===== src/rtl/val2_encoder_pkg.sv =====
// Shared types, widths and the rotate helper for the Val2 shift_OP encoder.
// rol32 is also used by verification models, so keep its behaviour stable.
package val2_encoder_pkg;

    localparam int SHIFT_OP_W = 12;
    localparam int IMM8_W     = 8;
    localparam int ROT_W      = 4;
    localparam int NUM_ROT    = 16;

    typedef enum logic [1:0] {
        IDLE,
        MEMCHK,
        SEARCH,
        DONE
    } state_t;

    // Rotate left by 0..31; the upper half of the doubled word is the result.
    function automatic logic [31:0] rol32(input logic [31:0] value, input logic [4:0] amount);
        logic [63:0] doubled;
        doubled = {value, value} << amount;
        return doubled[63:32];
    endfunction

endpackage


===== src/rtl/val2_rot_check.sv =====
// Combinational test of one rotate candidate: does ROL(value, 2*rot) fit in 8 bits?
module val2_rot_check
    import val2_encoder_pkg::*;
(
    input  logic [31:0]       value,
    input  logic [ROT_W-1:0]  rot,
    output logic              hit,
    output logic [IMM8_W-1:0] imm8
);

    logic [31:0] rotated;

    assign rotated = rol32(value, {rot, 1'b0});
    assign hit     = (rotated[31:IMM8_W] == '0);
    assign imm8    = rotated[IMM8_W-1:0];

endmodule


===== src/rtl/val2_encoder.sv =====
// Sequential encoder turning a 32-bit constant into the 12-bit Val2 shift_OP field,
// either as rotated immediate (multi-cycle rotate search) or as 12-bit signed offset.
module val2_encoder
    import val2_encoder_pkg::*;
#(
    parameter int CANDS_PER_CYCLE = 1
) (
    input  logic                  clk,
    input  logic                  rst,
    input  logic                  start,
    input  logic                  mem_mode,
    input  logic [31:0]           value,
    output logic                  busy,
    output logic                  done,
    output logic                  ok,
    output logic [SHIFT_OP_W-1:0] shift_op,
    output logic [ROT_W-1:0]      rot_count
);

    state_t                  state_reg, state_next;
    logic [31:0]             value_reg, value_next;
    logic [ROT_W-1:0]        cand_reg, cand_next;
    logic                    ok_reg, ok_next;
    logic [SHIFT_OP_W-1:0]   shift_op_reg, shift_op_next;
    logic [ROT_W-1:0]        rot_reg, rot_next;

    logic [CANDS_PER_CYCLE-1:0] hit_vec;
    logic [IMM8_W-1:0]          imm_vec [CANDS_PER_CYCLE];
    logic [ROT_W-1:0]           rot_vec [CANDS_PER_CYCLE];

    logic                    sel_hit;
    logic [IMM8_W-1:0]       sel_imm;
    logic [ROT_W-1:0]        sel_rot;
    logic                    last_group;
    logic                    mem_fits;

    generate
        for (genvar gi = 0; gi < CANDS_PER_CYCLE; gi++) begin : g_cand
            assign rot_vec[gi] = cand_reg + ROT_W'(gi);
            val2_rot_check u_rot_check (
                .value (value_reg),
                .rot   (rot_vec[gi]),
                .hit   (hit_vec[gi]),
                .imm8  (imm_vec[gi])
            );
        end
    endgenerate

    // Scan from the top down so the lowest hitting rotation overwrites the rest.
    always_comb begin
        sel_hit = 1'b0;
        sel_imm = '0;
        sel_rot = '0;
        for (int i = CANDS_PER_CYCLE - 1; i >= 0; i--) begin
            if (hit_vec[i]) begin
                sel_hit = 1'b1;
                sel_imm = imm_vec[i];
                sel_rot = rot_vec[i];
            end
        end
    end

    assign last_group = (({1'b0, cand_reg} + 5'(CANDS_PER_CYCLE)) == 5'(NUM_ROT));
    assign mem_fits   = (value_reg[31:11] == {21{value_reg[11]}});

    always_comb begin
        state_next    = state_reg;
        value_next    = value_reg;
        cand_next     = cand_reg;
        ok_next       = ok_reg;
        shift_op_next = shift_op_reg;
        rot_next      = rot_reg;
        case (state_reg)
            IDLE: begin
                if (start) begin
                    value_next = value;
                    cand_next  = '0;
                    state_next = mem_mode ? MEMCHK : SEARCH;
                end
            end
            MEMCHK: begin
                ok_next       = mem_fits;
                shift_op_next = mem_fits ? value_reg[SHIFT_OP_W-1:0] : '0;
                rot_next      = '0;
                state_next    = DONE;
            end
            SEARCH: begin
                if (sel_hit) begin
                    ok_next       = 1'b1;
                    rot_next      = sel_rot;
                    shift_op_next = {sel_rot, sel_imm};
                    state_next    = DONE;
                end else if (last_group) begin
                    ok_next       = 1'b0;
                    rot_next      = '0;
                    shift_op_next = '0;
                    state_next    = DONE;
                end else begin
                    cand_next = cand_reg + ROT_W'(CANDS_PER_CYCLE);
                end
            end
            DONE: begin
                state_next = IDLE;
            end
            default: begin
                state_next = IDLE;
            end
        endcase
    end

    always_ff @(posedge clk) begin
        if (rst) begin
            state_reg    <= IDLE;
            value_reg    <= '0;
            cand_reg     <= '0;
            ok_reg       <= 1'b0;
            shift_op_reg <= '0;
            rot_reg      <= '0;
        end else begin
            state_reg    <= state_next;
            value_reg    <= value_next;
            cand_reg     <= cand_next;
            ok_reg       <= ok_next;
            shift_op_reg <= shift_op_next;
            rot_reg      <= rot_next;
        end
    end

    assign busy      = (state_reg == MEMCHK) || (state_reg == SEARCH);
    assign done      = (state_reg == DONE);
    assign ok        = ok_reg;
    assign shift_op  = shift_op_reg;
    assign rot_count = rot_reg;

endmodule


===== config.mk =====
export PLATFORM = sky130hd
export DESIGN_NAME = val2_encoder
export DESIGN_NICKNAME = d
export VERILOG_FILES = /design/src/rtl/val2_encoder_pkg.sv /design/src/rtl/val2_rot_check.sv /design/src/rtl/val2_encoder.sv
export SDC_FILE = /design/constraint.sdc
export NUM_CORES = 1
export LEC_CHECK = 0
export CAP_MARGIN = 10
export CORE_UTILIZATION = 56
export CTS_CLUSTER_SIZE = 28
export DETAILED_ROUTE_END_ITERATION = 16
export PLACE_DENSITY = 0.81
export SLEW_MARGIN = 20
export SYNTH_ARGS = -nofsm -noshare
export SYNTH_HDL_FRONTEND = slang
export SYNTH_SLANG_ARGS = --single-unit

===== constraint.sdc =====
create_clock -name clk -period 3.6 [get_ports clk]
set_input_delay 0.72 -clock clk [delete_from_list [all_inputs] [get_ports clk]]
set_output_delay 0.72 -clock clk [all_outputs]
set_load 0.02 [all_outputs]

==> impl_metrics.yaml <==
run_status:
  status: "finished, final reports clean"
sta:
  hold-worst-slack_ns: 0.467
  tns_ns: 0
  hold_violations: 0
  worstMarginPinSlew_ns: 0.560
  rsz0062_at_grt: "false"
  fmaxAchievable_mhz: 307
  setup_viol: 0
  fin_skew_ns: 0.00669
  slew_headroom: 0.626
  period_needed_ns: 3.26
  fin_crit_sh: 0.905
  drv_slew: 0
setup_path:
  worstPathArrival_ns: 3.52
  required_ns: 3.86
  cpPeakStageDelay_ns: 0.70
  critPathBufInv: 0
  startpoint_type: "flip-flop"
  crit_chain: "mux4_2 > nand2_1 > o21ai_1 > or3_1 > o32a_4 > o311a_4 > nor2_4 > o221a_2"
  cp.depth: 8
  path_delay_family: "compound AO/OA/AOI/OAI gates"
  cp-endpoint: "shift_op[8]"
  critPathKind: "reg -> reg"
  reg2reg_from: "cand_reg[1]"
  startpoint: "cand_reg[1]"
  critPathSlowestCell: "dfxtp_2"
  crit_fanout: 23
  r2r_cells: 8
  rr_endpoint: "shift_op[8]"
  critPathCaptureType: "flip-flop"
  r2r_setup_slack_ns: 0.34
worst_hold_path:
  holdPathStages: 2
  hold_start: "ok"
  hp-class: "reg -> reg"
grt:
  grt_pass1_vias: 3842
  grt_pass1_wl_mm: 20.2
  grt_use_total: 0.346
  grt_max_degree: 47
  grt-ovfl-total: 0
  antenna_found_initial: 0
run:
  drv_cap: 0
synth:
  synth_area_um2: 3980
  synth_edf_count: 0
  synth_nets: 546
  synth_cell_types: 56
  yosysSeqAreaShare: 0.276
  synth_ff_type: "dfxtp_1"
  ys.warnings.count: 0
  ys_ff_latch: 55
  synthArstFlopShare: 0
  syn_inst: 506
  postSynthAreaPerCell_um2: 7.87
clock_tree:
  post_cts_buffers: 0
  holdBufCountCts: 0
  numCtsBuffers: 5
  cts_tree: "done"
  root_buffer: "clkbuf_8"
  cts_max_path_buffers: 2
  cts.sinks: 55
  ctsResizeCount: 0
  h-tree-depth: 2
  clock_latency_ns: 0.31
  clk_pin_slew_worst_paths_ns: 0.10
cells_and_area:
  nFillCells: 585
  final_nets: 581
  largest_reg_flops: 32
  layout-area-overhead-vs-synth_pct: 17.3
  layout_common_cells: "101 x nand2_1, 63 x a21oi_1, 54 x dfxtp_1, 54 x clkdlybuf4s50_1, 30 x nor2_1"
  design_area_um2: 4670
  drive_gt1_frac: 0.128
  antenna_cells: 0
  final_common_cell: "nand2_1"
routing:
  viasPerCell: 6.55
  wl_per_cell_um: 19.5
  drt_iter0_drc: 392
  vias: 4174
  dr.pass1.iters: 7
  antenna_left: 0
  wl_mm: 12.4
  drc_errors: 0
die:
  fp.coreArea_um2: 6830
  dieArea_um2: 7450
  start_util: 0.583
  die_y_um: 86.3
  ios: 55
  fp.dieW_um: 86.3
  num_rows: 30
pwr:
  irDropWorstVdd_mv: 0.656
  p_leak_nw: 1.58
  power.total_mw: 3.28
  cellPowerDensity_nw_per_um2: 701
placement:
  io_buffers: 54
  hpwl_mm: 9.10
  routabilityCongestion: 1.03
  placed_area_um2: 4580
[how the worst min path moves through the flow]
stage                    to  slack, ns
2_1_floorplan  value_reg[8]       0.47
3_3_place_gp             ok       0.45
3_5_place_dp             ok       0.45
4_1_cts                  ok       0.47
5_1_grt                  ok       0.51
6_report                 ok       0.47
[where the power goes]
group	total, mW	switching [mW]	internal [mW]
clock network	0.354	0.203	0.152
logic	1.94	1.12	0.814
registers	0.984	0.227	0.757
total	3.28	1.55	1.72
[area by class of cell]
cell class / instances / area (µm²) / area share
well taps: 96 / 120 / 0.0257
inverters: 11 / 41.3 / 0.00884
clock inverters: 1 / 5.00 / 0.00107
clock buffers: 6 / 82.6 / 0.0177
multi-input cells: 393 / 2600 / 0.556
flip-flops and latches: 55 / 1100 / 0.236
repair buffers: 75 / 723 / 0.155
[cell usage after synthesis (2+ instances only)]
cell type  count  area [µm²]
buf_2          7        35.0
nand2b_1       4        25.0
nor3_1        19        95.1
a31oi_1        6        37.5
nand2_1      101         379
a211oi_2       3        37.5
a21oi_1       63         315
o31ai_1        2        15.0
inv_1         10        37.5
ha_1           4        50.1
o21ai_0       17        85.1
o221a_2        8        90.1
dfxtp_1       55        1100
o211ai_1       2        15.0
and2_1         8        50.1
clkbuf_1      25        93.8
o22ai_1        4        25.0
nor2b_1        3        18.8
o32a_1         4        40.0
and3_1         2        12.5
o311ai_0       2        17.5
a221oi_1       2        17.5
nand4b_1       2        17.5
mux2_2         7        78.8
a211oi_1      11        82.6
a32oi_1        5        43.8
buf_4          7        52.6
or3_1          3        18.8
o21bai_1       2        15.0
buf_6          5        56.3
nand4_1       11        68.8
a22oi_1        7        52.6
nor2_1        30         113
mux2i_1       16         160
o2111ai_1      2        17.5
nor3b_1        2        15.0
nand3_1       11        55.1
buf_1          2        7.51
mux4_2        15         338
[metal layers]
layer,vias to the layer above,share of wire,track usage
met5,-,0,0
met4,0,0.023,0.0939
met1,1968,0.43,0.478
li1,1931,-,-
met2,244,0.45,0.551
met3,31,0.096,0.0686
[worst reg2reg max path, stage by stage, from the launching register on]
cell and delay, ns:
dfxtp_2 0.70, mux4_2 0.61, nand2_1 0.09, o21ai_1 0.09
or3_1 0.38, o32a_4 0.37, o311a_4 0.43, nor2_4 0.30
o221a_2 0.25
[cells by family (layout without fill, tap and decap cells)]
family,count (synthesis),in the layout,synth area share
AO/OA/AOI/OAI,152,152,0.265
buffers and inverters,58,93,0.0732
multiplexers,38,38,0.145
AND/OR/NAND/NOR,199,199,0.228
adder cells (fa/ha/maj),4,4,0.0126
flip-flops,55,55,0.276
[through the flow]
stage               utilization  worst slack (ns)  instances
floorplan                     -             0.852        506
global placement          0.671             0.505        630
detailed placement        0.671             0.407        630
CTS                       0.684             0.382        637
global route              0.684             0.179        637
finish                    0.684             0.342        637
Note: power is estimated with default switching activity, not from simulation.
